[config.mk]
export PLATFORM = sky130hd
export DESIGN_NAME = psg_accum_scheduler
export DESIGN_NICKNAME = d
export VERILOG_FILES = /design/src/rtl/psg_pkg.sv /design/src/rtl/psg_voice_regfile.sv /design/src/rtl/psg_accum_scheduler.sv
export SDC_FILE = /design/constraint.sdc
export NUM_CORES = 1
export LEC_CHECK = 0
export CORE_UTILIZATION = 54
export DETAILED_ROUTE_END_ITERATION = 6
export PLACE_DENSITY_LB_ADDON = 0.12
export RECOVER_POWER = 50
export SYNTH_ARGS = -nofsm -noshare
export SYNTH_HDL_FRONTEND = slang
export SYNTH_HIERARCHICAL = 1
export SYNTH_SLANG_ARGS = --single-unit
[constraint.sdc]
create_clock -name clk -period 3.9 [get_ports clk]
set_input_delay 0.39 -clock clk [delete_from_list [all_inputs] [get_ports clk]]
set_output_delay 0.39 -clock clk [all_outputs]
set_load 0.02 [all_outputs]
[src/rtl/psg_pkg.sv]
// Shared types and control-word bit positions for the PSG phase-accumulator scheduler.
package psg_pkg;

  typedef enum logic {
    IDLE = 1'b0,
    RUN  = 1'b1
  } psg_sched_state_t;

  localparam int PSG_CTRL_TEST = 0;
  localparam int PSG_CTRL_SYNC = 1;

endpackage

[src/rtl/psg_voice_regfile.sv]
// Per-voice frequency, test, sync-request and accumulator storage with a bus write port
// and a slot-indexed read/writeback port for the shared adder.
module psg_voice_regfile
  import psg_pkg::*;
#(
  parameter int WID    = 32,
  parameter int NVOICE = 8,
  parameter int VW     = $clog2(NVOICE)
) (
  input  logic           clk,
  input  logic           rst,
  input  logic           wr_freq,
  input  logic           wr_ctrl,
  input  logic [VW-1:0]  wadr,
  input  logic [WID-1:0] wdat,
  input  logic [VW-1:0]  rslot,
  output logic [WID-1:0] rd_freq,
  output logic [WID-1:0] rd_acc,
  output logic           rd_test,
  output logic           rd_sync,
  input  logic           acc_we,
  input  logic [WID-1:0] acc_wdat,
  input  logic           sync_clr
);

  logic [WID-1:0]    freq_reg [NVOICE];
  logic [WID-1:0]    acc_reg  [NVOICE];
  logic [NVOICE-1:0] test_reg;
  logic [NVOICE-1:0] sync_reg;
  logic [NVOICE-1:0] whit;
  logic [NVOICE-1:0] shit;

  // Address decode only matches real voices, so out-of-range addresses fall through silently.
  genvar gi;
  generate
    for (gi = 0; gi < NVOICE; gi++) begin : g_dec
      assign whit[gi] = (wadr == VW'(gi));
      assign shit[gi] = (rslot == VW'(gi));
    end
  endgenerate

  always_ff @(posedge clk) begin
    if (rst) begin
      for (int i = 0; i < NVOICE; i++) begin
        freq_reg[i] <= '0;
        acc_reg[i]  <= '0;
      end
      test_reg <= '0;
      sync_reg <= '0;
    end else begin
      for (int i = 0; i < NVOICE; i++) begin
        if (wr_freq && whit[i])
          freq_reg[i] <= wdat;
        if (wr_ctrl && whit[i])
          test_reg[i] <= wdat[PSG_CTRL_TEST];
        // A fresh request beats the service-side clear landing on the same edge.
        if (wr_ctrl && whit[i] && wdat[PSG_CTRL_SYNC])
          sync_reg[i] <= 1'b1;
        else if (sync_clr && shit[i])
          sync_reg[i] <= 1'b0;
        if (acc_we && shit[i])
          acc_reg[i] <= acc_wdat;
      end
    end
  end

  assign rd_freq = freq_reg[rslot];
  assign rd_acc  = acc_reg[rslot];
  assign rd_test = test_reg[rslot];
  assign rd_sync = sync_reg[rslot];

endmodule

[src/rtl/psg_accum_scheduler.sv]
// Sweep scheduler: one shared adder steps every voice's phase once per tick, in voice order,
// and streams the updated phases out with a voice tag.
module psg_accum_scheduler
  import psg_pkg::*;
#(
  parameter int WID    = 32,
  parameter int NVOICE = 8,
  parameter int VW     = $clog2(NVOICE)
) (
  input  logic           clk,
  input  logic           rst,
  input  logic           tick,
  input  logic           wr_freq,
  input  logic           wr_ctrl,
  input  logic [VW-1:0]  wadr,
  input  logic [WID-1:0] wdat,
  input  logic           ovr_clr,
  output logic [WID-1:0] o,
  output logic           ov,
  output logic [VW-1:0]  ovoice,
  output logic           busy,
  output logic           done,
  output logic           overrun
);

  psg_sched_state_t state_reg, state_next;
  logic [VW-1:0]  slot_reg, slot_next;
  logic [WID-1:0] o_reg, o_next;
  logic [VW-1:0]  ovoice_reg, ovoice_next;
  logic           ov_reg, ov_next;
  logic           done_reg, done_next;
  logic           overrun_reg, overrun_next;

  logic [WID-1:0] rd_freq, rd_acc, acc_new;
  logic           rd_test, rd_sync, acc_we, sync_clr;

  psg_voice_regfile #(
    .WID    (WID),
    .NVOICE (NVOICE),
    .VW     (VW)
  ) u_regs (
    .clk      (clk),
    .rst      (rst),
    .wr_freq  (wr_freq),
    .wr_ctrl  (wr_ctrl),
    .wadr     (wadr),
    .wdat     (wdat),
    .rslot    (slot_reg),
    .rd_freq  (rd_freq),
    .rd_acc   (rd_acc),
    .rd_test  (rd_test),
    .rd_sync  (rd_sync),
    .acc_we   (acc_we),
    .acc_wdat (acc_new),
    .sync_clr (sync_clr)
  );

  always_comb begin
    state_next  = state_reg;
    slot_next   = slot_reg;
    o_next      = o_reg;
    ovoice_next = ovoice_reg;
    ov_next     = 1'b0;
    done_next   = 1'b0;
    acc_we      = 1'b0;
    sync_clr    = 1'b0;
    acc_new     = rd_acc + rd_freq;
    case (state_reg)
      IDLE: begin
        if (tick) begin
          state_next = RUN;
          slot_next  = '0;
        end
      end
      RUN: begin
        acc_we = 1'b1;
        // Test hold outranks a pending sync, which then stays pending.
        if (rd_test) begin
          acc_new = '0;
        end else if (rd_sync) begin
          acc_new  = '0;
          sync_clr = 1'b1;
        end
        o_next      = acc_new;
        ovoice_next = slot_reg;
        ov_next     = 1'b1;
        if (slot_reg == VW'(NVOICE - 1)) begin
          done_next  = 1'b1;
          state_next = IDLE;
          slot_next  = '0;
        end else begin
          slot_next = slot_reg + VW'(1);
        end
      end
      default: state_next = IDLE;
    endcase
  end

  always_comb begin
    overrun_next = overrun_reg;
    if (ovr_clr)
      overrun_next = 1'b0;
    if (tick && state_reg == RUN)
      overrun_next = 1'b1;
  end

  always_ff @(posedge clk) begin
    if (rst) begin
      state_reg   <= IDLE;
      slot_reg    <= '0;
      o_reg       <= '0;
      ovoice_reg  <= '0;
      ov_reg      <= 1'b0;
      done_reg    <= 1'b0;
      overrun_reg <= 1'b0;
    end else begin
      state_reg   <= state_next;
      slot_reg    <= slot_next;
      o_reg       <= o_next;
      ovoice_reg  <= ovoice_next;
      ov_reg      <= ov_next;
      done_reg    <= done_next;
      overrun_reg <= overrun_next;
    end
  end

  assign o       = o_reg;
  assign ov      = ov_reg;
  assign ovoice  = ovoice_reg;
  assign done    = done_reg;
  assign overrun = overrun_reg;
  assign busy    = (state_reg == RUN);

endmodule

* Word level (Yosys, flattened, before mapping)
Memories as Yosys holds them, arrays and structs flattened. A register that Yosys moved wholly into a read port is not among the register bits.
Index checks and enable logic that the tools add are counted.
W data, S select, Z words.
** Operators by class
- Add/subtract/negate cells :: 2
- Magnitude comparators :: 1
- Eq/ne operators :: 15
- Mux-type cells :: 106
- Bitwise logic cells :: 17
- Reduce and logical (&&, ||, !) cells :: 53
** Operators with widths (number)
- $mux W32 :: 19
- $mux W1 :: 77
- $logic_and A1 B1 Y1 :: 41
- $add A32 B32 Y32 :: 1
- $eq A3 B3 Y1 const B :: 8
- $mux W3 :: 6
- $reduce_bool A2 Y1 :: 9
- $or A1 B1 Y1 :: 16
- $eq A3 B2 Y1 const B :: 4
- $bmux W1 S3 :: 2
- $eq A3 B1 Y1 const B :: 2
- $logic_not A3 Y1 :: 2
- $pmux W3 S2 :: 1
- $lt A3 B4 Y1 const B :: 1
- $add A3 B1 Y3 const B :: 1
- $ne A2 B2 Y1 const B :: 1
- $pmux W1 S2 :: 1
- $reduce_or A2 Y1 :: 1
- $not A1 Y1 :: 1
** Storage, ports and cells
- Register bits after elaboration :: 58
- RAM bits :: 512
- Output and inout bits :: 39
- Logic and storage cells :: 219
- Memories :: 2
** Memories
- u_regs.acc_reg :: words 8, bits a word 32, read ports 1, clocked after memory_dff 1, write ports 8, line psg_voice_regfile.sv:27 : logic [WID-1:0] acc_reg [NVOICE];
- u_regs.freq_reg :: words 8, bits a word 32, read ports 1, clocked after memory_dff 1, write ports 8, line psg_voice_regfile.sv:26 : logic [WID-1:0] freq_reg [NVOICE];

* Logic depth before layout (Yosys ltp)
Gate-level depths: netlist (run 1).
- Word-level depth :: 8
- Gate-level depth with buffers :: 17

* Hierarchy
The synthesis (run 1) kept the hierarchy.
** By module, submodules not included
- psg_voice_regfile :: instances 1, cells each 1427, area an instance 22482.8 um^2
- psg_accum_scheduler :: instances 1, cells each 451, area an instance 3472.1 um^2

* Least setup slack after synthesis (run 1)
Ideal clock, no wire load.
- Kind :: flip-flop to flip-flop
- From :: register slot_reg[1]
- To :: memory u_regs.acc_reg[0][30], data pin
- Setup time :: 0.265 ns
- Arrival :: 3.807 ns
- Path slack :: -0.172 ns
- Cell stages (with the launch flop) :: 18
- Path through :: dfxtp_1 -> buf_2 -> buf_6 -> buf_6 -> mux4_2 -> mux2_2 -> ha_1 -> fa_1 -> a211oi_1 -> nor2_1 -> o21ai_1 -> o31ai_1 -> a21oi_1 -> o31a_1 -> xor2_1 -> nor2_1 -> nand2b_1 -> nor2_1
** RTL lines
- start, declared :: line psg_accum_scheduler.sv:27 : logic [VW-1:0] slot_reg, slot_next;
- start signal, assigned :: line psg_accum_scheduler.sv:118 : slot_reg <= slot_next;
- end, declared :: line psg_voice_regfile.sv:27

==> run metrics, run 1 <==
status finished with violations; violated checks max-capacitance violations, max-slew violations, negative setup slack; Num Clock Sinks 570; Die ar. 0.04894 mm2; crit share post-route 1.048; total CTS buffers 57; clock latency on the worst-skew pair 620 ps; Slew Limit Fails 220; crit end category flip-flop; Pwr Total 16.14 mW; Die X 221.2 um; nets 2,218; final setup vio count 69; layout cells sized above 1 0.2838; routed length per instance 24.30 um; Synth cell types 64; top-count cell post-synth edfxtp_1; CTS tree built; Worst Min Path Start rst; Fmax 244.6 MHz; Yosys reg bits 570; final worst slack -188.6 ps; port bufs 79; DRT Pass-1 Iters 6; CTS Hold Buffers Added 0; leading area contributor after synthesis edfxtp_1; worst reg2reg path endpoint u_regs/acc_reg[0][17]; Post-synth ARST share 0; Post-Route Skew 26.72 ps; register area share after synthesis 0.6371; worst rel slew slack -0.6491; Vias per Instance 5.909; worst min path class in2reg; top cell type's share of synthesized area 0.5924; CP Launch Type flip-flop; Ports 80; Yosys warnings 6; Max IR drop VDD 0.4042 mV; Overflow after GRT 0; pwr dens 507.1 mW/mm2; synth cell count leaders edfxtp_1, nor2_1, mux4_2; via count 16,540; crit path max fanout 7; Clock Path Buffers 3; crit path capture u_regs/acc_reg[0][17]; HPWL after detailed placement 41,040 um; critical path type reg2reg; Pleak 11.84 nW; Cells after Synth 1,878; TNS Setup -8122 ps; Synth area leaders edfxtp_1, mux4_2, nor2_1; CP arrival 4440 ps; clock transition at the registers of the reported paths 60 ps; Mapped Nets 1,953; Primary FF master, synth edfxtp_1; post-route ant nets 0; R2R setup slack -190 ps; reg-to-reg startpoint slot_reg[1]; routability-driven placement congestion ratio 0.8876; maximum number of pins on one net before global-route repair 53; Rows 79; DIE HEIGHT 221.2 um; Worst-Margin Slew 2474 ps; initial antenna violation count 1; Initial Util 0.5528; root buf cell clkbuf_16; Max H-tree Level 2; number of global-route vias before repair 16,880; drt total wl 68,000 um; Layout Area Growth over Synthesis 22.66%; first-pass GRT wire length 100,900 um; Iteration-0 DRC Markers 1,494; EDFF count, synth 512; Final Hold Viols 0; Core ar. 0.04695 mm2; DR DRC count 0; Avg Inst Size Synth 13.82 um2; unrepaired setup endpoints after global routing yes; Core Util, Final 0.6781; crit path from slot_reg[1]; crit path time final 4089 ps; R2R cell count 17; critical path required time 4250 ps; gr usage total 0.2780; Max Cap Violations 7; n_diodes 0; final hold slack 297.0 ps; synthesized area 0.02595 mm2
==> stage by stage <==
stage | setup WS (ps) | cell area, um2 | instances
CTS | -173.3 | 31500 | 2784
global route | -328.5 | 31840 | 2799
global placement | -231.6 | 28630 | 2633
floorplan | 1.016 | 26040 | 1878
detailed placement | -302.5 | 28630 | 2633
finish | -188.6 | 31840 | 2799
==> final cells by class <==
cell class | instances | area, um2
Inverter | 73 | 274.0
Multi-Input combinational cell | 1120 | 9379
Timing Repair Buffer | 321 | 3009
Clock buffer | 95 | 1750
Sequential cell | 570 | 16550
Tap cell | 607 | 759.5
Fill cell | 3294 | 15120
Clock inverter | 13 | 116.4
==> power breakdown <==
group / total [mW] / internal (mW) / switching, mW / leakage (nW)
logic: 3.37 / 1.54 / 1.83 / 5.32
clock network: 5.43 / 3.18 / 2.25 / 0.906
registers: 7.34 / 7.20 / 0.140 / 5.61
==> cell usage in the layout (no fill, tap or decap), types with 7 or more instances in the layout <==
master           Yosys  layout
edfxtp_1           512     512
nor2_1             446     437
buf_4                0     178
mux4_2             132     132
nand2b_1            90      76
inv_1               66      65
clkbuf_16            0      62
dfxtp_1             58      55
a21oi_1             61      54
nand2_1             48      47
mux2_2              67      46
dlygate4sd3_1        0      42
clkbuf_1            85      39
nor2b_1             39      36
clkdlybuf4s50_1      0      36
o21ai_0             39      28
a21o_1              21      21
buf_6               15      21
mux2_4               0      21
buf_12               0      20
ha_4                 0      17
nand3_1             17      15
ha_1                33      14
nand4_1             12      12
xnor2_1             19      11
nor2_2               0       9
o21ai_2              0       7
o21ai_1              5       7
inv_2                7       7
xnor2_2              0       7
nand2b_4             0       7
nand2b_2             0       7
==> critical path, stage by stage (launching register included) <==
cell,delay (ps)
dfxtp_4,390
buf_12,160
buf_16,140
buf_12,130
mux4_2,490
mux2_4,310
ha_4,290
buf_6,110
nand4_1,110
or3_4,410
nand3_4,130
nand4_4,140
o21ai_4,220
a31oi_2,140
xor2_2,260
nor2_1,80
nand2b_1,230
nor2_1,80
==> layer usage <==
| layer | track usage | vias up | part of all wire |
|---|---|---|---|
| met5 | 0 | - | 0 |
| met4 | 0.1033 | 0 | 0.032 |
| met3 | 0.04063 | 121 | 0.078 |
| met2 | 0.4525 | 703 | 0.49 |
| met1 | 0.3830 | 8318 | 0.40 |
| li1 | - | 7396 | - |
==> logic make-up (layout without fill, tap and decap cells) <==
kind of cell	Yosys count	in the layout	share of synthesized area
flops	570	570	0.6371
mux	204	204	0.1455
xor+xnor	28	28	0.009449
compound gates	173	173	0.04184
simple gates	681	681	0.1172
fa+ha+maj	34	34	0.01668
buf+inv	188	502	0.03220
==> worst min path at each step <==
stage	end	slack [ps]	depth (start not counted)
after detailed placement	o[30]	440	2
after CTS	o[13]	260	2
final	u_regs/sync_reg[4]	300	2
after floorplan	u_regs/sync_reg[4]	450	2
after global routing	o[13]	300	2
after global placement	o[14]	440	2
==> timing repair <==
item | in CTS | in global routing
resized for setup | 113 | 66
cloned | 3 | 0
pin swaps | 44 | 50
buffers inserted | 42 | 16
endpoints found under the setup margin | 133 | 186
(Power assumes the default switching activity.)
==> run 2, diff against run 1 <==
Settings changed: ABC_AREA from default to 1.
==> run metrics, run 2 <==
status finished with violations (unchanged); violated checks max-capacitance violations, max-slew violations (was max-capacitance violations, max-slew violations, negative setup slack); top cell type's share of synthesized area 0.5335 (was 0.5924); Primary FF master, synth edfxtp_1 (unchanged); crit end category flip-flop (unchanged); Die X 233.0 um (was 221.2 um); Initial Util 0.5473 (was 0.5528); post-route ant nets 0 (unchanged); register area share after synthesis 0.5738 (was 0.6371); Yosys reg bits 570 (unchanged); Post-Route Skew 14.48 ps (was 26.72 ps); Slew Limit Fails 250 (was 220); Clock Path Buffers 3 (unchanged); nets 3,593 (was 2,218); clock latency on the worst-skew pair 620 ps (about the same); Vias per Instance 5.381 (was 5.909); Max H-tree Level 2 (unchanged); Synth cell types 40 (was 64); crit path time final 3604 ps (was 4089 ps); crit path capture u_regs/acc_reg[6][25] (was u_regs/acc_reg[0][17]); Pleak 14.76 nW (was 11.84 nW); worst reg2reg path endpoint u_regs/acc_reg[6][25] (was u_regs/acc_reg[0][17]); Avg Inst Size Synth 8.296 um2 (was 13.82 um2); n_diodes 0 (unchanged); routability-driven placement congestion ratio 0.9833 (was 0.8876); final setup vio count 0 (was 69); HPWL after detailed placement 51,090 um (was 41,040 um); gr usage total 0.3089 (was 0.2780); clock network power share 0.345 (was 0.337); Flop pwr share 0.457 (was 0.455); CTS tree built (unchanged); via count 22,900 (was 16,540); Fmax 277.5 MHz (was 244.6 MHz); Gate power share 0.198 (was 0.209); leading area contributor after synthesis edfxtp_1 (unchanged); synthesized area 0.02882 mm2 (was 0.02595 mm2); Worst Min Path Start ovr_clr (was rst); Num Clock Sinks 570 (unchanged); Iteration-0 DRC Markers 1,844 (was 1,494); routed length per instance 19.42 um (was 24.30 um); most common cell after layout, fill and taps aside nand2_1 (was edfxtp_1); maximum number of pins on one net before global-route repair 62 (was 53); Core ar. 0.05266 mm2 (was 0.04695 mm2); layout cells sized above 1 0.05635 (was 0.2838); Mapped Nets 3,549 (was 1,953); Layout Area Growth over Synthesis 10.96% (was 22.66%); Final Hold Viols 0 (unchanged); Worst-Margin Slew 2395 ps (was 2474 ps); first-pass GRT wire length 126,000 um (was 100,900 um); Synth area leaders edfxtp_1, nand2_1, nor2_1 (was edfxtp_1, mux4_2, nor2_1); number of global-route vias before repair 22,030 (was 16,880); unrepaired setup endpoints after global routing no (was yes); Yosys warnings 6 (unchanged); DIE HEIGHT 233.0 um (was 221.2 um); CP Launch Type flip-flop (unchanged); Psw 4.736 mW (was 4.224 mW); DRT Pass-1 Iters 5 (was 6); most frequent cells in the layout nand2_1, nor2_1, edfxtp_1 (was edfxtp_1, nor2_1, buf_4); root buf cell clkbuf_16 (unchanged); Die ar. 0.05430 mm2 (was 0.04894 mm2); port bufs 79 (unchanged); critical path required time 4170 ps (was 4250 ps); Ports 80 (unchanged); fillers 4,727 (was 3,294); DR DRC count 0 (unchanged); crit path max fanout 40 (was 7); # resized after CTS 0 (was 113); final hold slack 412.8 ps (was 297.0 ps); R2R setup slack 300 ps (was -190 ps); EDFF count, synth 512 (unchanged); clock transition at the registers of the reported paths 60 ps (about the same); CTS Hold Buffers Added 0 (unchanged); Overflow after GRT 0 (unchanged); Post-synth ARST share 0 (unchanged); crit path from slot_reg[0] (was slot_reg[1]); Rows 84 (was 79); worst rel slew slack -0.5968 (was -0.6491); top-count cell post-synth nand2_1 (was edfxtp_1); R2R cell count 20 (was 17); initial antenna violation count 1 (unchanged); crit share post-route 0.9240 (was 1.048); total CTS buffers 59 (was 57); pwr dens 500.3 mW/mm2 (was 507.1 mW/mm2); Max Cap Violations 10 (was 7); worst min path class in2reg (unchanged); internal cell power 11.26 mW (was 11.92 mW); TNS Setup 0 ps (was -8122 ps); reg-to-reg startpoint slot_reg[0] (was slot_reg[1]); drt total wl 82,610 um (was 68,000 um); switching portion of total power 0.2960 (was 0.2616); postcts setup bufs 0 (was 42); Max IR drop VDD 0.3927 mV (was 0.4042 mV); Cells after Synth 3,474 (was 1,878); critical path type reg2reg (unchanged); synth cell count leaders nand2_1, nor2_1, edfxtp_1 (was edfxtp_1, nor2_1, mux4_2); CP arrival 3880 ps (was 4440 ps)
run 2: cell types whose count changed after synthesis, moves of 39 or more:
cell,before,now
buf_2,13,79
mux2_2,67,0
clkbuf_1,85,21
inv_1,66,226
nand2_1,48,1689
nand2b_1,90,0
nand3_1,17,67
nor2b_1,39,0
nor2_1,446,530
mux4_2,132,0
run 2: critical path: stages, from the launching register on:
cell and delay [ps]:
dfxtp_4 400, inv_8 300, buf_12 250, nand2_1 70
nand2_1 60, nand2_1 40, nand2_1 80, nand2_1 50
nand2_1 200, ha_1 300, nand2_1 150, nor2_1 290
nand2_1 130, nor2_1 130, nand2_1 130, nand3_1 120
nand2_1 70, nand2_1 80, nor2_1 40, inv_1 250
nor2_1 90
run 2: power groups by stage:
stage / clock, mW / combinational, mW / sequential (mW)
after floorplan: 0 / 2.02 / 7.47
after global placement: 0 / 3.14 / 7.43
after detailed placement: 0 / 3.16 / 7.44
after CTS: 5.60 / 3.18 / 7.32
after global routing: 5.82 / 3.51 / 7.36
final: 5.52 / 3.16 / 7.31
run 2: worst min-delay path by stage:
stage                               to  slack, ps  cells past startpoint
floorplan           u_regs/test_reg[4]        440                      2
global placement                 o[16]        450                      2
detailed placement  u_regs/sync_reg[2]        460                      2
CTS                 u_regs/test_reg[5]        190                      2
global route                   overrun        430                      3
finish                         overrun        410                      3
run 2: cell type report:
class	count	area, um2	share of cell area
flip-flops and latches	570	16550	0.5174
multi-input cells	2489	10200	0.3191
clock buffers	88	1668	0.05215
repair buffers	157	1579	0.04938
inverters	241	914.6	0.02860
well taps	688	860.8	0.02692
clock inverters	22	205.2	0.006417
run 2: per-layer routing:
layer  wire [um]  global-route usage  share of wire  vias up
li1            -                   -              -    10960
met1       34290              0.4127           0.42    10870
met2       39920              0.5273           0.48      930
met3        6192             0.03627          0.075      140
met4        2196             0.09252          0.027        2
met5          13                   0        0.00016        -
run 2: through the flow:
step / power [mW] / setup slack [ps] / std cells / cell area [um2] / utilization
after global routing: 16.69 / 67.94 / 4255 / 31980 / 0.6073
after floorplan: 9.491 / 140.5 / 3474 / 28820 / -
after global placement: 10.56 / 389.4 / 4145 / 30310 / 0.5757
final: 16.00 / 296.3 / 4255 / 31980 / 0.6073
after detailed placement: 10.60 / 370.4 / 4145 / 30310 / 0.5757
after CTS: 16.09 / 351.5 / 4255 / 32180 / 0.6112
run 2: kinds of logic (layout without fill, tap and decap cells):
logic type	count (synthesis)	after routing	synth area share
DFF	570	570	0.5738
AOI/OAI and AO/OA	83	83	0.01541
adders and majority gates	34	34	0.01502
buffers and inverters	415	508	0.07055
and+or+nand+nor	2356	2356	0.3199
xor gates and xnor gates	16	16	0.005383
==> run 3, diff against run 2 <==
Clock period 3.9 ns to 4.5 ns, I/O delays scaled along.
==> run metrics, run 3 (synthesis gave the netlist of run 2 again) <==
status finished with violations (unchanged); crit path time final 4047 ps; footprint of the multi-input gates 0.01027 mm2 (was 0.01020 mm2); Max IR drop VDD 0.2851 mV (was 0.3927 mV); DR DRC count 0 (unchanged); switching portion of total power 0.2959 (was 0.2960); crit path from rst (was slot_reg[0]); most common cell after layout, fill and taps aside nand2_1 (unchanged); drt total wl 80,410 um (was 82,610 um); maximum number of pins on one net before global-route repair 139 (was 62); first-pass GRT wire length 122,600 um (was 126,000 um); Slew Limit Fails 107 (was 250); Core ar. 0.05266 mm2 (unchanged); n_diodes 0 (unchanged); CTS tree built (unchanged); routability-driven placement congestion ratio 0.9142 (was 0.9833); root buf cell clkbuf_16 (unchanged); internal cell power 9.757 mW (was 11.26 mW); CTS Hold Buffers Added 0 (unchanged); reg-to-reg startpoint slot_reg[0] (unchanged); worst min path class in2reg (unchanged); layout cells sized above 1 0.06025 (was 0.05635); TNS Setup 0 ps (unchanged); most frequent cells in the layout nand2_1, nor2_1, edfxtp_1 (unchanged); clock latency on the worst-skew pair 650 ps (was 620 ps); Max H-tree Level 2 (unchanged); post-route ant nets 0 (unchanged); Num Clock Sinks 570 (unchanged); worst rel slew slack -0.4881 (was -0.5968); Clock Path Buffers 3 (unchanged); violated checks max-capacitance violations, max-slew violations (unchanged); # resized after CTS 0 (unchanged); Worst-Margin Slew 2232 ps (was 2395 ps); critical path required time 4830 ps (was 4170 ps); routed wl met2 38,180 um (was 39,920 um); total CTS buffers 60 (was 59); clock network power share 0.351 (was 0.345); HPWL after detailed placement 49,260 um (was 51,090 um); DRT Pass-1 Iters 7 (was 5); Iteration-0 DRC Markers 1,932 (was 1,844); highest routed layer met4 (was met5); Max Cap Violations 4 (was 10); number of global-route vias before repair 21,600 (was 22,030); Rows 84 (unchanged); DIE HEIGHT 233.0 um (unchanged); WL met1 34,460 um (was 34,290 um); Flop pwr share 0.457 (about the same); clock transition at the registers of the reported paths 60 ps (about the same); Psw 4.101 mW (was 4.736 mW); Register Area 0.01655 mm2 (unchanged); DR WL met3 5940 um (was 6192 um); Ports 80 (unchanged); Initial Util 0.5473 (unchanged); routed length per instance 18.96 um (was 19.42 um); nets 3,577 (was 3,593); unrepaired setup endpoints after global routing no (unchanged); Fmax 247.1 MHz; Overflow after GRT 0 (unchanged); Vias per Instance 5.336 (was 5.381); crit end category flip-flop (unchanged); crit share post-route 0.8994; crit path max fanout 34 (was 40); Pwr Total 13.86 mW (was 16.00 mW); Gate power share 0.192 (was 0.198); Post-Route Skew 27.86 ps (was 14.48 ps); critical path type in2reg (was reg2reg); fillers 4,691 (was 4,727); Layout Area Growth over Synthesis 10.64% (was 10.96%); gr usage total 0.3001 (was 0.3089); initial antenna violation count 0 (was 1); CP Launch Type primary input (was flip-flop); via count 22,630 (was 22,900); Die X 233.0 um (unchanged); Final Hold Viols 0 (unchanged); final setup vio count 0 (unchanged); pwr dens 434.6 mW/mm2 (was 500.3 mW/mm2); CP arrival 4380 ps (was 3880 ps); Die ar. 0.05430 mm2 (unchanged); Pleak 14.71 nW (was 14.76 nW); postcts setup bufs 0 (unchanged); port bufs 79 (unchanged); Worst Min Path Start ovr_clr (unchanged)
[run 3: metal layers]
layer	track usage	vias up
met4	0.08190	0
met5	0	-
li1	-	10930
met1	0.4114	10700
met3	0.03419	134
met2	0.5047	864
[run 3: power by group through the flow]
stage	clock (mW)	combinational [mW]	sequential (mW)
floorplan	0	1.75	6.48
global placement	0	2.63	6.43
detailed placement	0	2.66	6.45
CTS	4.93	2.67	6.34
global route	5.11	2.97	6.37
finish	4.86	2.66	6.34
[run 3: worst max-delay path, cell delays in order]
cell      delay, ps
clkbuf_1       1370
inv_1           740
o21ai_1        1340
buf_4           440
[run 3: per-stage QoR]
stage	utilization	cell area, um2	setup WS, ps	std cells	hold slack [ps]
final	0.6056	31890	452.5	4240	443.5
after CTS	0.6073	31980	856.6	4240	258.2
after global routing	0.6056	31890	313.5	4240	439.2
after floorplan	-	28820	740.5	3474	440.3
after detailed placement	0.5704	30040	895.2	4128	455.4
after global placement	0.5704	30040	926.6	4128	452.4
[run 3: cell type report]
type	instances	share of cell area
Clock buffer	95	0.05564
Clock inverter	17	0.005258
Inverter	241	0.02868
Multi-Input combinational cell	2489	0.3220
Sequential cell	570	0.5190
Tap cell	688	0.02700
Timing Repair Buffer	140	0.04242
[run 3: final timing paths]
path / cells after the start / slack [ps] / end
max: 4 / 450 / u_regs/freq_reg[1][26]
min: 3 / 440 / overrun
max reg2reg: 19 / 780 / u_regs/acc_reg[7][13]
min reg2reg: 2 / 460 / o[13]
